===== src/rtl/bus_addr_dec_prog_if.sv =====
// -----------------------------------------------------------------------------
// bus_addr_dec_prog_if
// Bus-side signal bundle for the programmable address decoder.
//   s_addr   : word address from the arbiter
//   s_as_    : address strobe, active-low
//   s_rdy_   : ready from the selected slave, active-low
//   s_cs_    : chip selects, active-low, at most one low
//   s_idx    : index of the selected slave
//   busy     : transaction in progress
//   err_rdy_ : one-cycle error ready to the master, active-low
//   err_code : 00 none, 01 decode miss, 10 timeout
// The "slave" modport is the decoder's view; "master" is the bus-side view.
// -----------------------------------------------------------------------------
interface bus_addr_dec_prog_if #(
   parameter int ADDR_W   = 30,
   parameter int N_SLAVES = 8,
   parameter int IDX_W    = $clog2(N_SLAVES)
);
   logic [ADDR_W-1:0]   s_addr;
   logic                s_as_;
   logic                s_rdy_;
   logic [N_SLAVES-1:0] s_cs_;
   logic [IDX_W-1:0]    s_idx;
   logic                busy;
   logic                err_rdy_;
   logic [1:0]          err_code;

   modport slave (
      input  s_addr, s_as_, s_rdy_,
      output s_cs_, s_idx, busy, err_rdy_, err_code
   );

   modport master (
      output s_addr, s_as_, s_rdy_,
      input  s_cs_, s_idx, busy, err_rdy_, err_code
   );
endinterface


===== src/rtl/bus_addr_dec_prog.sv =====
// -----------------------------------------------------------------------------
// bus_addr_dec_prog
// Programmable address decoder with registered per-transaction chip select.
// Each region has a runtime base/mask/enable entry; the selection is latched
// on address strobe and held until the slave answers ready. Unmatched
// addresses and slaves that never answer get an error ready instead.
// Ports:
//   clk, reset : clock, synchronous active-high reset
//   bus        : decoder-side bus bundle (see bus_addr_dec_prog_if)
//   cfg_we     : config write enable
//   cfg_idx    : entry to write (out-of-range indices are ignored)
//   cfg_sel    : 00 base, 01 mask, 10 enable (bit 0), 11 ignored
//   cfg_wdata  : config data
// -----------------------------------------------------------------------------
module bus_addr_dec_prog #(
   parameter int ADDR_W   = 30,
   parameter int N_SLAVES = 8,
   parameter int IDX_W    = $clog2(N_SLAVES),
   parameter int TIMEOUT  = 255,
   parameter int CNT_W    = 16
) (
   input  logic              clk,
   input  logic              reset,
   bus_addr_dec_prog_if.slave bus,
   input  logic              cfg_we,
   input  logic [IDX_W-1:0]  cfg_idx,
   input  logic [1:0]        cfg_sel,
   input  logic [ADDR_W-1:0] cfg_wdata
);
   typedef enum logic [1:0] {IDLE, ACTIVE, ERR} state_t;

   state_t              state_q;
   logic [N_SLAVES-1:0] cs_q;
   logic [IDX_W-1:0]    idx_q;
   logic                busy_q;
   logic                err_rdy_q;
   logic [1:0]          err_code_q;
   logic [CNT_W-1:0]    cnt_q;
   logic [CNT_W-1:0]    cnt_d;

   logic [N_SLAVES-1:0] hit;
   logic                hit_any;
   logic [IDX_W-1:0]    hit_idx;

   // Region table: one base/mask/enable triple per entry. Reset values give
   // plain top-bits decoding (entry i owns the i-th slice of the address map).
   for (genvar gi = 0; gi < N_SLAVES; gi++) begin : g_ent
      logic [ADDR_W-1:0] base_q;
      logic [ADDR_W-1:0] mask_q;
      logic              en_q;

      always_ff @(posedge clk) begin
         if (reset) begin
            base_q <= ADDR_W'(gi) << (ADDR_W - IDX_W);
            mask_q <= {{IDX_W{1'b1}}, {(ADDR_W - IDX_W){1'b0}}};
            en_q   <= 1'b1;
         end else if (cfg_we && (cfg_idx == IDX_W'(gi))) begin
            case (cfg_sel)
               2'b00:   base_q <= cfg_wdata;
               2'b01:   mask_q <= cfg_wdata;
               2'b10:   en_q   <= cfg_wdata[0];
               default: ;
            endcase
         end
      end

      assign hit[gi] = en_q && ((bus.s_addr & mask_q) == (base_q & mask_q));
   end

   // Lowest matching index wins: scan downwards so the last hit kept is lowest.
   always_comb begin
      hit_any = 1'b0;
      hit_idx = '0;
      for (int i = N_SLAVES - 1; i >= 0; i--) begin
         if (hit[i]) begin
            hit_any = 1'b1;
            hit_idx = IDX_W'(i);
         end
      end
   end

   assign cnt_d = cnt_q + CNT_W'(1);

   always_ff @(posedge clk) begin
      if (reset) begin
         state_q    <= IDLE;
         cs_q       <= '1;
         idx_q      <= '0;
         busy_q     <= 1'b0;
         err_rdy_q  <= 1'b1;
         err_code_q <= 2'b00;
         cnt_q      <= '0;
      end else begin
         // Error ready is a single-cycle pulse unless re-asserted below.
         err_rdy_q <= 1'b1;
         case (state_q)
            IDLE: begin
               if (!bus.s_as_) begin
                  busy_q <= 1'b1;
                  if (hit_any) begin
                     cs_q       <= ~(N_SLAVES'(1) << hit_idx);
                     idx_q      <= hit_idx;
                     err_code_q <= 2'b00;
                     cnt_q      <= '0;
                     state_q    <= ACTIVE;
                  end else begin
                     err_rdy_q  <= 1'b0;
                     err_code_q <= 2'b01;
                     state_q    <= ERR;
                  end
               end
            end
            ACTIVE: begin
               cnt_q <= cnt_d;
               // Ready has priority over a timeout landing on the same cycle.
               if (!bus.s_rdy_) begin
                  cs_q    <= '1;
                  busy_q  <= 1'b0;
                  state_q <= IDLE;
               end else if (cnt_d == CNT_W'(TIMEOUT)) begin
                  cs_q       <= '1;
                  err_rdy_q  <= 1'b0;
                  err_code_q <= 2'b10;
                  state_q    <= ERR;
               end
            end
            ERR: begin
               busy_q  <= 1'b0;
               state_q <= IDLE;
            end
            default: state_q <= IDLE;
         endcase
      end
   end

   assign bus.s_cs_    = cs_q;
   assign bus.s_idx    = idx_q;
   assign bus.busy     = busy_q;
   assign bus.err_rdy_ = err_rdy_q;
   assign bus.err_code = err_code_q;
endmodule


===== src/flat_wrapper.sv =====
// flat-port wrapper written by rule: the top's interface ports become plain ports
module bus_addr_dec_prog_flat 
#(
   parameter int ADDR_W   = 30,
   parameter int N_SLAVES = 8,
   parameter int IDX_W    = $clog2(N_SLAVES),
   parameter int TIMEOUT  = 255,
   parameter int CNT_W    = 16
)
  (clk, reset, cfg_we, cfg_idx, cfg_sel, cfg_wdata, bus_s_addr, bus_s_as_, bus_s_rdy_, bus_s_cs_, bus_s_idx, bus_busy, bus_err_rdy_, bus_err_code);
  bus_addr_dec_prog_if #(.ADDR_W(ADDR_W), .N_SLAVES(N_SLAVES), .IDX_W(IDX_W)) bus_i ();
  input  logic clk;
  input  logic reset;
  input  logic cfg_we;
  input  logic [IDX_W-1:0] cfg_idx;
  input  logic [1:0] cfg_sel;
  input  logic [ADDR_W-1:0] cfg_wdata;
  input wire logic [$bits(bus_i.s_addr)-1:0] bus_s_addr;
  input wire logic [$bits(bus_i.s_as_)-1:0] bus_s_as_;
  input wire logic [$bits(bus_i.s_rdy_)-1:0] bus_s_rdy_;
  output wire logic [$bits(bus_i.s_cs_)-1:0] bus_s_cs_;
  output wire logic [$bits(bus_i.s_idx)-1:0] bus_s_idx;
  output wire logic [$bits(bus_i.busy)-1:0] bus_busy;
  output wire logic [$bits(bus_i.err_rdy_)-1:0] bus_err_rdy_;
  output wire logic [$bits(bus_i.err_code)-1:0] bus_err_code;
  assign bus_i.s_addr = bus_s_addr;
  assign bus_i.s_as_ = bus_s_as_;
  assign bus_i.s_rdy_ = bus_s_rdy_;
  assign bus_s_cs_ = bus_i.s_cs_;
  assign bus_s_idx = bus_i.s_idx;
  assign bus_busy = bus_i.busy;
  assign bus_err_rdy_ = bus_i.err_rdy_;
  assign bus_err_code = bus_i.err_code;
  bus_addr_dec_prog #(.ADDR_W(ADDR_W), .N_SLAVES(N_SLAVES), .IDX_W(IDX_W), .TIMEOUT(TIMEOUT), .CNT_W(CNT_W)) u_core (.clk(clk), .reset(reset), .bus(bus_i), .cfg_we(cfg_we), .cfg_idx(cfg_idx), .cfg_sel(cfg_sel), .cfg_wdata(cfg_wdata));
endmodule

===== config.mk =====
export PLATFORM = sky130hd
export DESIGN_NAME = bus_addr_dec_prog_flat
export DESIGN_NICKNAME = d
export VERILOG_FILES = /design/src/rtl/bus_addr_dec_prog_if.sv /design/src/rtl/bus_addr_dec_prog.sv /design/src/flat_wrapper.sv
export SDC_FILE = /design/constraint.sdc
export NUM_CORES = 1
export LEC_CHECK = 0
export ABC_AREA = 1
export BUFFER_PORTS_ARGS = -buffer_cell sky130_fd_sc_hd__buf_2
export CORE_ASPECT_RATIO = 0.6
export CORE_MARGIN = 1.5
export CORE_UTILIZATION = 45
export CTS_BUF_LIST = sky130_fd_sc_hd__clkbuf_8
export CTS_CLUSTER_DIAMETER = 40
export DETAILED_ROUTE_END_ITERATION = 6
export GPL_ROUTABILITY_DRIVEN = 0
export PLACE_DENSITY = 0.64
export RECOVER_POWER = 100
export SLEW_MARGIN = 20
export SYNTH_ARGS = -nofsm -noshare
export SYNTH_HDL_FRONTEND = slang
export SYNTH_SLANG_ARGS = --single-unit

===== constraint.sdc =====
create_clock -name clk -period 6.7 [get_ports clk]
set_clock_uncertainty 0.2 [all_clocks]
set_input_delay 0.335 -clock clk [delete_from_list [all_inputs] [get_ports clk]]
set_output_delay 0.335 -clock clk [all_outputs]
set_load 0.01 [all_outputs]

After elaboration in Yosys (flattened, before gate mapping)
Cells that the tools add are included.

Flip-flop bits (word level): 521. Latch bits: 0. Bits in writable memories: 0. ROM bits: 0. Output and inout bits: 15. Memories kept: 0.

Add/sub/neg operators: 1. Multipliers: 0. Div/mod/pow operators: 0. $lt $le $gt $ge: 0. Equal/unequal tests: 26. Shift-type cells: 1. Multiplexer cells: 41. Bitwise operators: 18. Reduce and logical (&&, ||, !) cells: 51.

Operators by type and width (count): $and A30 B30 Y30 (16); $eq A30 B30 Y1 (8); $reduce_and A2 Y1 (25); $mux W16 (2); $mux W8 (4); $pmux W16 S2 (1); $mux W3 (8); $add A16 B1 Y16 const B (1); $eq A16 B8 Y1 const B (1); $logic_and A1 B1 Y1 (16); $pmux W8 S2 (1); $mux W1 (15); $eq A3 B3 Y1 const B (4); $mux W2 (6); $reduce_and A3 Y1 (3); $not A8 Y8 (1); $pmux W2 S2 (2); $reduce_and A4 Y1 (2); $shl A1 B3 Y8 const A (1); $eq A3 B2 Y1 const B (2); $ne A2 B2 Y1 const B (3); $eq A2 B1 Y1 const B (2); $eq A2 B2 Y1 const B (2); $logic_not A2 Y1 (2); other kinds (9) (10).

Logic depth before layout (Yosys ltp)
Gate-level depths: netlist of the first run.

Depth in word-level cells: 16. Mapped depth: 19.

Least setup slack after synthesis of the first run
No wires, ideal clock.

Path kind: reg2reg. Start: reg u_core.cnt_q[1]. End: reg u_core.cs_q[3] (netlist: u_core.bus.s_cs_[3]). Arrival time: 1.969 ns. Path slack: 4.411 ns. Cell stages (with the launch flop): 15. Buffers on the path: 0. Cells stage by stage: dfxtp_1 ha_1 nand2_1 nor2_1 nand2_1 nor2_1 nand3_1 xor2_1 nand2_1 nor2_1 nand3_2 nand2_4 nand3_4 a21oi_1 o21ai_1.

Longest elaborated chain between the ends: 4.

Ends and longest elaborated chain: from (decl) (line bus_addr_dec_prog.sv:38) `logic [CNT_W-1:0] cnt_q;`; from (signal assigned) (line bus_addr_dec_prog.sv:114) `cnt_q <= cnt_d;`; $add A16 B1 Y16 (line bus_addr_dec_prog.sv:82) `assign cnt_d = cnt_q + CNT_W'(1);`; $eq A16 B8 Y1 (line bus_addr_dec_prog.sv:120) `end else if (cnt_d == CNT_W'(TIMEOUT)) begin`; $ne A3 B2 Y1 (no line); $reduce_and A4 Y1 (no line); to (signal assigned) (line bus_addr_dec_prog.sv:101) `cs_q <= ~(N_SLAVES'(1) << hit_idx);`; to (decl) (line bus_addr_dec_prog.sv:33) `logic [N_SLAVES-1:0] cs_q;`.

Every way passes these cells. A chain may end at the register's enable or synchronous reset.

Worst setup path in the final report of the first run
Start: in cfg_sel[0]. End: reg u_core.g_ent[2].base_q[11].

Longest elaborated chain between the ends: 2.

Ends and longest elaborated chain: from (decl) (line flat_wrapper.sv:16) `input logic [1:0] cfg_sel;`; $logic_not A2 Y1 (line bus_addr_dec_prog.sv:58) `case (cfg_sel)`; $reduce_and A2 Y1 (no line); to (signal assigned) (line bus_addr_dec_prog.sv:54) `base_q <= ADDR_W'(gi) << (ADDR_W - IDX_W);`; to (signal assigned) (line bus_addr_dec_prog.sv:59) `2'b00: base_q <= cfg_wdata;`; to (decl) (line bus_addr_dec_prog.sv:48) `logic [ADDR_W-1:0] base_q;`.

Every way passes these cells.

==> results list, run 1 <==
- Global Route Usage Sum: about a third
* Number of register bits inferred by synthesis: 521
* Overall overflow remaining after global route: 0
* Unrepaired setup endpoints after global routing: no
* Placed Instance Area: between 0.02 and 0.025 mm^2
- Leakage dissipation: 11.6 nW
- Largest net degree at the start of global routing: 209
- In this run the biggest area consumer among cell types represents between 40% and 50% of the synthesized area.
- Headroom to the max-slew limit came out at -109%.
* Root buffer cell: clkbuf_8
- Fill cells in the final layout number a little over 5k.
- Relative to the synthesized area, the layout overhead comes to 10.7%.
- At the worst endpoint, the arrival time is 5.21 ns.
* Tightest Hold Check Type: input pin to flip-flop
- For this design the ratio of total power to cell area is approximately 260 mW/mm^2.
- The final number of hold-violating endpoints came to 0.
* Buffers added on ports: 84
- The initial antenna violation count came to 3.
* Final-report max-slew violation count: around 460
* Height of the chip: approximately 180 um
- Clock slew at the register clock pins of the worst setup and hold paths: approximately 0.060 ns
- The H-tree was split into 3 levels.
* Critical path type: input pin to flip-flop
- Timing analysis after detailed placement gives a worst setup slack of ~2.9 ns.
- Measured on the finished design, the core utilization comes to roughly half.
- Counting the buffers created by CTS gives 82.
- Core outline area: 0.0515 mm^2
* TritonCTS clock tree: built
- After the first detailed-routing iteration, the DRC count stood at between 3k and 4k.
* Number of maximum-capacitance violations: 8
* Via count of the first global-routing pass: roughly 20k
* Cell Count Post-Placement: ~4.2k
* Total number of clock tree sinks: between 500 and 600
- Setup violations remaining at the end of the flow were counted as 0.
- 85 I/O pins were placed.
- Resized Gates After CTS: 0
- Setup Total Neg Slack: 0 ns
* Worst endpoint required time: ~7.0 ns
* Clk_lat worst skew: approximately 0.68 ns
* Most common library cell in the layout ignoring fill and taps: nor2_1
* Routed wire length: about 90000 um
- Maximum clock path buffer count: 3
- Peak supply drop: 0.147 mV
- Internal reg-to-reg setup slack: 3.60 ns
- After detailed routing, the number of vias per cell comes to about 5.5.
- Overall power consumption after layout is estimated at 6.72 mW.
* Crit path time final: about 4.9 ns
* Post-synth EDFFs: 0
- Unique cell type count in the Yosys netlist: 40
- The Yosys step of the flow raised 0 warnings.
* Ratio of cells with drive above 1 in the final layout: between 6 and 7%
- The net count of the finished layout is 3672.
* Setup WS post-layout: about 1.8 ns
* Violations in the final reports: capacitance limit, slew limit
- Top post-synthesis cells by area: dfxtp_1 (44%), nor2_1 (12%), nand2_1 (11%)
* Final cell count without fillers: approximately 4.3k
- Die boundary width: 299 um
* Starting density of the core: 46.0%
* Floorplan die area: around 0.054 mm^2
- Before antenna repair, the detailed router went through 6 iterations.
- Based on the critical path, the design can be clocked at up to 0.204 GHz.
- Capturing element type of the critical path: flip-flop
* Final standard cell area without fillers: 0.0262 mm^2
* Synthesized area per cell: approximately 6.6 um^2
- Across all hold checks on the routed design, the worst slack comes to approximately 0.028 ns.
* Net Count, Synth: roughly 3.7k
* Cell taking the most area after synthesis: dfxtp_1
- Avg WL per Cell: 20.8 um
* Type of element launching the critical path: input pin
- Global-route wire length before repair: around 130000 um
- Across the whole layout, storage elements account for 0.0104 mm^2.
* Tightest Pin Transition: roughly 3.1 ns
- Top library cells by usage in the layout, fill and taps aside: nor2_1 (720), nand2_1 (684), dfxtp_1 (521)
- For this run, design rule violations remaining after detail routing come to 0.
- Share of the clock period used by the worst path after layout: between 70% and 80%
* HPWL after detailed placement: about 61000 um
- Once detail routing completed, the nets flagged for antenna violations numbered 0.
- Along the worst path, the maximum fanout reaches 27.
- Most used flip-flop cell after synthesis: dfxtp_1
- Cell area after technology mapping: approximately 0.024 mm^2
* Outcome: finished with violations
- Counting flops with an async set or reset pin after synthesis yields a share of 0%.
- After technology mapping, the gate count stands at between 3k and 4k.
* Number of vias in the routed layout: 23.7k
- Multi-input gate area: around 0.011 mm^2
- Share of the yosys chip area belonging to registers: about 44%
- Number of standard-cell rows in the floorplan: 64
==> path summary, 6_finish.rpt <==
| kind | cells past startpoint | start | endpoint |
|---|---|---|---|
| max | 11 | cfg_sel[0] | u_core.g_ent[2].base_q[11] |
| min | 2 | reset | u_core.g_ent[0].base_q[16] |
| max reg2reg | 12 | u_core.g_ent[1].base_q[13] | u_core.bus.s_cs_[3] |
| min reg2reg | 2 | u_core.g_ent[0].mask_q[3] | u_core.g_ent[0].mask_q[3] |
==> repair_timing <==
item	in CTS	in global routing
hold buffers	39	0
hold endpoints to repair	448	0
setup buffers	0	0
==> logic make-up after synthesis <==
| group | Yosys count | synth area share (%) |
|---|---|---|
| AOI/OAI and AO/OA | 795 | 16.9 |
| xor gates and xnor gates | 16 | 0.623 |
| buffers and inverters | 502 | 8.45 |
| adders and majority gates | 5 | 0.264 |
| DFF | 521 | 44.0 |
| and+or+nand+nor | 1737 | 29.8 |
==> final cells by class <==
class	instances	share of cell area (%)
Antenna cell	1	0.00954
Multi-Input combinational cell	2553	43.0
Tap cell	693	3.31
Clock buffer	100	5.25
Sequential cell	521	39.8
Timing Repair Buffer	151	3.73
Clock inverter	34	0.825
Inverter	288	4.15
==> worst max-delay path, stage by stage <==
cell and delay, ns:
dlygate4sd3_1 0.53, clkbuf_1 0.18, nor2_1 0.11, clkbuf_1 0.61
inv_1 0.33, nor2_1 0.17, clkbuf_1 0.82, clkinv_1 0.94
clkbuf_1 0.71, o21ai_0 0.38, a21oi_1 0.07
==> flip-flops by register name (all words and copies together), names as in the netlist <==
name and cells:
u_core.g_ent.base_q 240, u_core.bus.err_rdy_ 1, u_core.state_q 2, u_core.g_ent.mask_q 240
u_core.bus.err_code 2, u_core.g_ent.en_q 8, u_core.cnt_q 16, u_core.bus.busy 1
u_core.bus.s_idx 3, u_core.bus.s_cs_ 8
==> layer usage <==
layer	share of wire [%]	wire length [um]	vias to the layer above	track usage, %
li1	-	-	11500	-
met1	46	41100	10700	49.2
met2	37	33400	1351	41.5
met3	15	13100	153	12.7
met4	2.9	2580	2	10.1
met5	0.15	138	-	1.85
==> report_power, final <==
| part | internal (mW) | switching (mW) | leakage (nW) | total [mW] |
|---|---|---|---|---|
| Combinational | 0.203 | 0.521 | 6.49 | 0.724 |
| Sequential | 3.19 | 0.0635 | 4.21 | 3.25 |
| Clock | 1.42 | 1.32 | 0.886 | 2.74 |
==> cells in the mapped netlist, drive strengths merged (3+ instances only) <==
master	instances
dfxtp	521
o211ai	3
clkbuf	179
nor2	733
nand3	261
a21oi	279
xor2	13
or2	4
nor3	9
nand4	35
o21ai	507
clkinv	8
ha	5
nand2	688
nor4	5
inv	280
buf	35
xnor2	3
Power figures use the tool's default switching activity.
==> run 2, diff against run 1 <==
==> constraint.sdc (replaced) <==
create_clock -name clk -period 4.8 [get_ports clk]
set_clock_uncertainty 0.2 [all_clocks]
set_input_delay 0.24 -clock clk [delete_from_list [all_inputs] [get_ports clk]]
set_output_delay 0.24 -clock clk [all_outputs]
set_load 0.01 [all_outputs]
==> run 2 against run 1 <==
The run still ends with capacitance limit, slew limit left. Cell area is 0.21% lower. Die area is the same. Wire length increased by 3.5%. Largest power group unchanged. Critical path depth fell by 1. Highest routed layer is now met4. Setup slack worse by 1.2 ns. Critical path type unchanged.
==> results list, run 2 (same netlist as run 1, synthesis figures left out) <==
- DRC Markers: 0 (unchanged)
- Ratio of cells with drive above 1 in the final layout: 6.15% (-0.43 points)
* Total number of clock tree sinks: 521 (unchanged)
- The portion of total power attributed to combinational logic was 11.0% (+0.2 points).
* Critical path type: input pin to flip-flop
* Final setup violation count: 0 (unchanged)
- Unrepaired setup endpoints after global routing: no
- The initial cell density of the core was 46.0% (unchanged).
- Tightest Pin Transition: 2.76 ns (-0.371 ns)
* Capturing element type of the critical path: flip-flop
* Part of the power in registers: 49.4% (+1.0 points)
- The clock latency at the later pin of the worst-skew pair is 0.68 ns (about the same).
- The switching power share of the total was 29.1% (+0.77 points).
- Clock slew at the register clock pins of the worst setup and hold paths: 0.06 ns (about the same)
- The total congestion overflow was 0 (unchanged).
* TritonCTS clock tree: built
* Via/cell ratio: 5.52 (+1.1%)
* Internal reg-to-reg setup slack: 1.26 ns (-2.34 ns)
- Largest net degree at the start of global routing: 134 (-36%)
- Violations in the final reports: capacitance limit, slew limit
- Layout-stage area growth over the synthesis result: 10.5%
* Height of the chip: 181 um (unchanged)
* Net Sw Power: 2.68 mW (+41%)
* Hold path startpoint: u_core.g_ent[2].mask_q[20]
- Internal power: 6.52 mW (+35%)
- Worst reg-to-reg path cell count: 15 (+3)
- Type of element launching the critical path: input pin
- Final-layout fill cell count: 5192 (+0.25%)
* Count of endpoints failing hold in the final timing report: 0 (unchanged)
- Worst endpoint required time: 5.13 ns (-1.87 ns)
- Largest registers ranked by flip-flop count: u_core.g_ent.base_q (240), u_core.g_ent.mask_q (240), u_core.cnt_q (16)
- The final core utilization came to 50.8% (-0.10 points).
- The number of max-cap violations was 16 (+8).
* Number of buffers added by the clock tree synthesis step: 81 (-1.2%)
- The leakage power of the design came to 11.6 nW (about the same).
* Hold depth: 2 (unchanged)
- In this run the critical register-to-register path is captured at u_core.cnt_q[0].
* HPWL after detailed placement: 62800 um (+3.7%)
* Setup Total Neg Slack: 0 ns (unchanged)
- Outcome: finished with violations
* Final cell count without fillers: 4353 (+0.28%)
- Top library cells by usage in the layout, fill and taps aside: nor2_1 (725), nand2_1 (685), dfxtp_1 (521)
- Num ports: 85 (unchanged)
- Clock group share of total power: 39.6% (-1.2 points)
- Setup fix buffers added after clock tree synthesis: 0 (unchanged)
* Routed wire length: 93400 um (+3.5%)
- The floorplan die width was 299 um (unchanged).
- The startpoint identified for the worst register-to-register timing path is u_core.g_ent[1].base_q[10].
* Share of the clock period used by the worst path after layout: 88.5%
* Combined flip-flop and latch cell area: 0.0104 mm^2 (unchanged)
- Crit path time final: between 4 and 5 ns
- Crit-path max FO: 31 (+15%)
- The number of violations reported at the end of detailed-routing iteration 0 was 3845 (+12%).
- Capture endpoint of the worst hold path: u_core.g_ent[2].mask_q[20]
- Clock tree synthesis selected as its root buffer the cell clkbuf_8.
- The number of nets in the finished design is 3685 (+0.35%).
- Global Route Usage Sum: 33.7% (+1.0 points)
* Initial antenna violation count: 3 (unchanged)
- In this run the worst hold path is classified as flip-flop to flip-flop.
- The wire length of the first global-routing pass is 136000 um (+2.8%).
- The detailed-router iteration count before antenna repair was 6 (unchanged).
- The via count is 24.0k (+1.3%).
- The number of max-slew violations in the final report came to 730 (+58%).
- The remaining antenna violation count came to 0 (unchanged).
* Core outline area: 0.0515 mm^2 (unchanged)
- The overall die area was 0.0541 mm^2 (unchanged).
- Cell Count Post-Placement: 4173 (+0.14%)
- The number of buffers added on ports was 84 (unchanged).
* Multi-input gate area: 0.0112 mm^2 (-0.27%)
- Slew headroom: -84.0% (+25 points)
* Resized Gates After CTS: 0 (unchanged)
- Derived from the worst setup path, the maximum achievable clock frequency is about 0.24 GHz.
* Endpoint arrival time on the critical path: 4.58 ns (-0.63 ns)
* Peak supply drop: 0.212 mV (+45%)
- The maximum level of the CTS H-tree was 3 (unchanged).
- The post-place setup slack is 1.75 ns (-1.14 ns).
* Setup WS post-layout: 0.554 ns (-1.24 ns)
- Total power divided by cell area: 351 mW/mm^2 (+37%)
- Via count of the first global-routing pass: 20.3k (+0.54%)
- The routed wire length per instance came to 21.5 um (+3.2%).
* Most common library cell in the layout ignoring fill and taps: nor2_1
- Total power consumption of the routed design: 9.20 mW (+37%)
- Number of standard-cell rows in the floorplan: 64 (unchanged)
- Maximum clock path buffer count: 3 (unchanged)
* Post-CTS Hold Fix Bufs: 47 (+21%)
-- run 2: cell types whose count changed in the layout (fill, tap and decap cells not counted), sizes merged --
cell and delta:
inv +5, dlygate4sd3 +8, clkbuf +6, bufinv -2, buf -6, clkinv +1
-- run 2: power by group through the flow --
| stage | registers, mW | clock network [mW] | logic (mW) |
|---|---|---|---|
| global placement | 4.64 | 0 | 0.968 |
| finish | 4.55 | 3.65 | 1.01 |
| detailed placement | 4.64 | 0 | 0.973 |
| floorplan | 4.63 | 0 | 0.658 |
| global route | 4.56 | 3.85 | 1.12 |
| CTS | 4.54 | 3.64 | 1.01 |
-- run 2: area by class of cell --
class                      count  area share, %
antenna                        1        0.00956
clock inverter                38          0.731
sequential                   521           39.8
multi-input combinational   2553           42.9
tap                          693           3.31
timing repair buffer         165           4.04
inverter                     288           4.18
clock buffer                  94           4.94
-- run 2: worst max-delay path by stage --
stage                    start                         end  slack, ns  depth (start not counted)
6_report            cfg_idx[1]  u_core.g_ent[0].mask_q[13]       0.55                         10
3_5_place_dp        cfg_sel[1]  u_core.g_ent[3].mask_q[11]       1.75                          9
5_1_grt             cfg_idx[1]   u_core.g_ent[7].mask_q[8]       0.57                         11
3_3_place_gp        cfg_sel[1]  u_core.g_ent[3].mask_q[11]       1.79                          9
2_1_floorplan  u_core.cnt_q[1]         u_core.bus.s_cs_[3]       2.51                         14
4_1_cts             cfg_idx[2]  u_core.g_ent[3].mask_q[11]       1.43                         13
-- run 2: through the flow --
step	instance area [um^2]	hold slack, ns
2_1_floorplan	23700	0.166
3_3_place_gp	24400	0.243
3_5_place_dp	24400	0.246
4_1_cts	26400	0.255
5_1_grt	26200	0.269
6_report	26200	0.255
-- run 2: worst max-delay path, stage by stage --
cell	delay [ns]
dlygate4sd3_1	0.53
clkbuf_1	0.13
nor2_1	0.27
nand2_1	0.21
nor2_2	0.11
clkbuf_1	1.30
inv_1	0.69
clkbuf_2	0.65
o21ai_0	0.35
a21oi_1	0.07
-- run 2: layer usage --
metal	global-route usage [%]	vias to the layer above	share of wire, %	wire length, um
li1	-	11600	-	-
met1	52.3	10900	46	42600
met2	43.5	1457	37	34800
met3	10.5	153	14	13500
met4	9.52	0	2.6	2470
met5	0	-	0	0
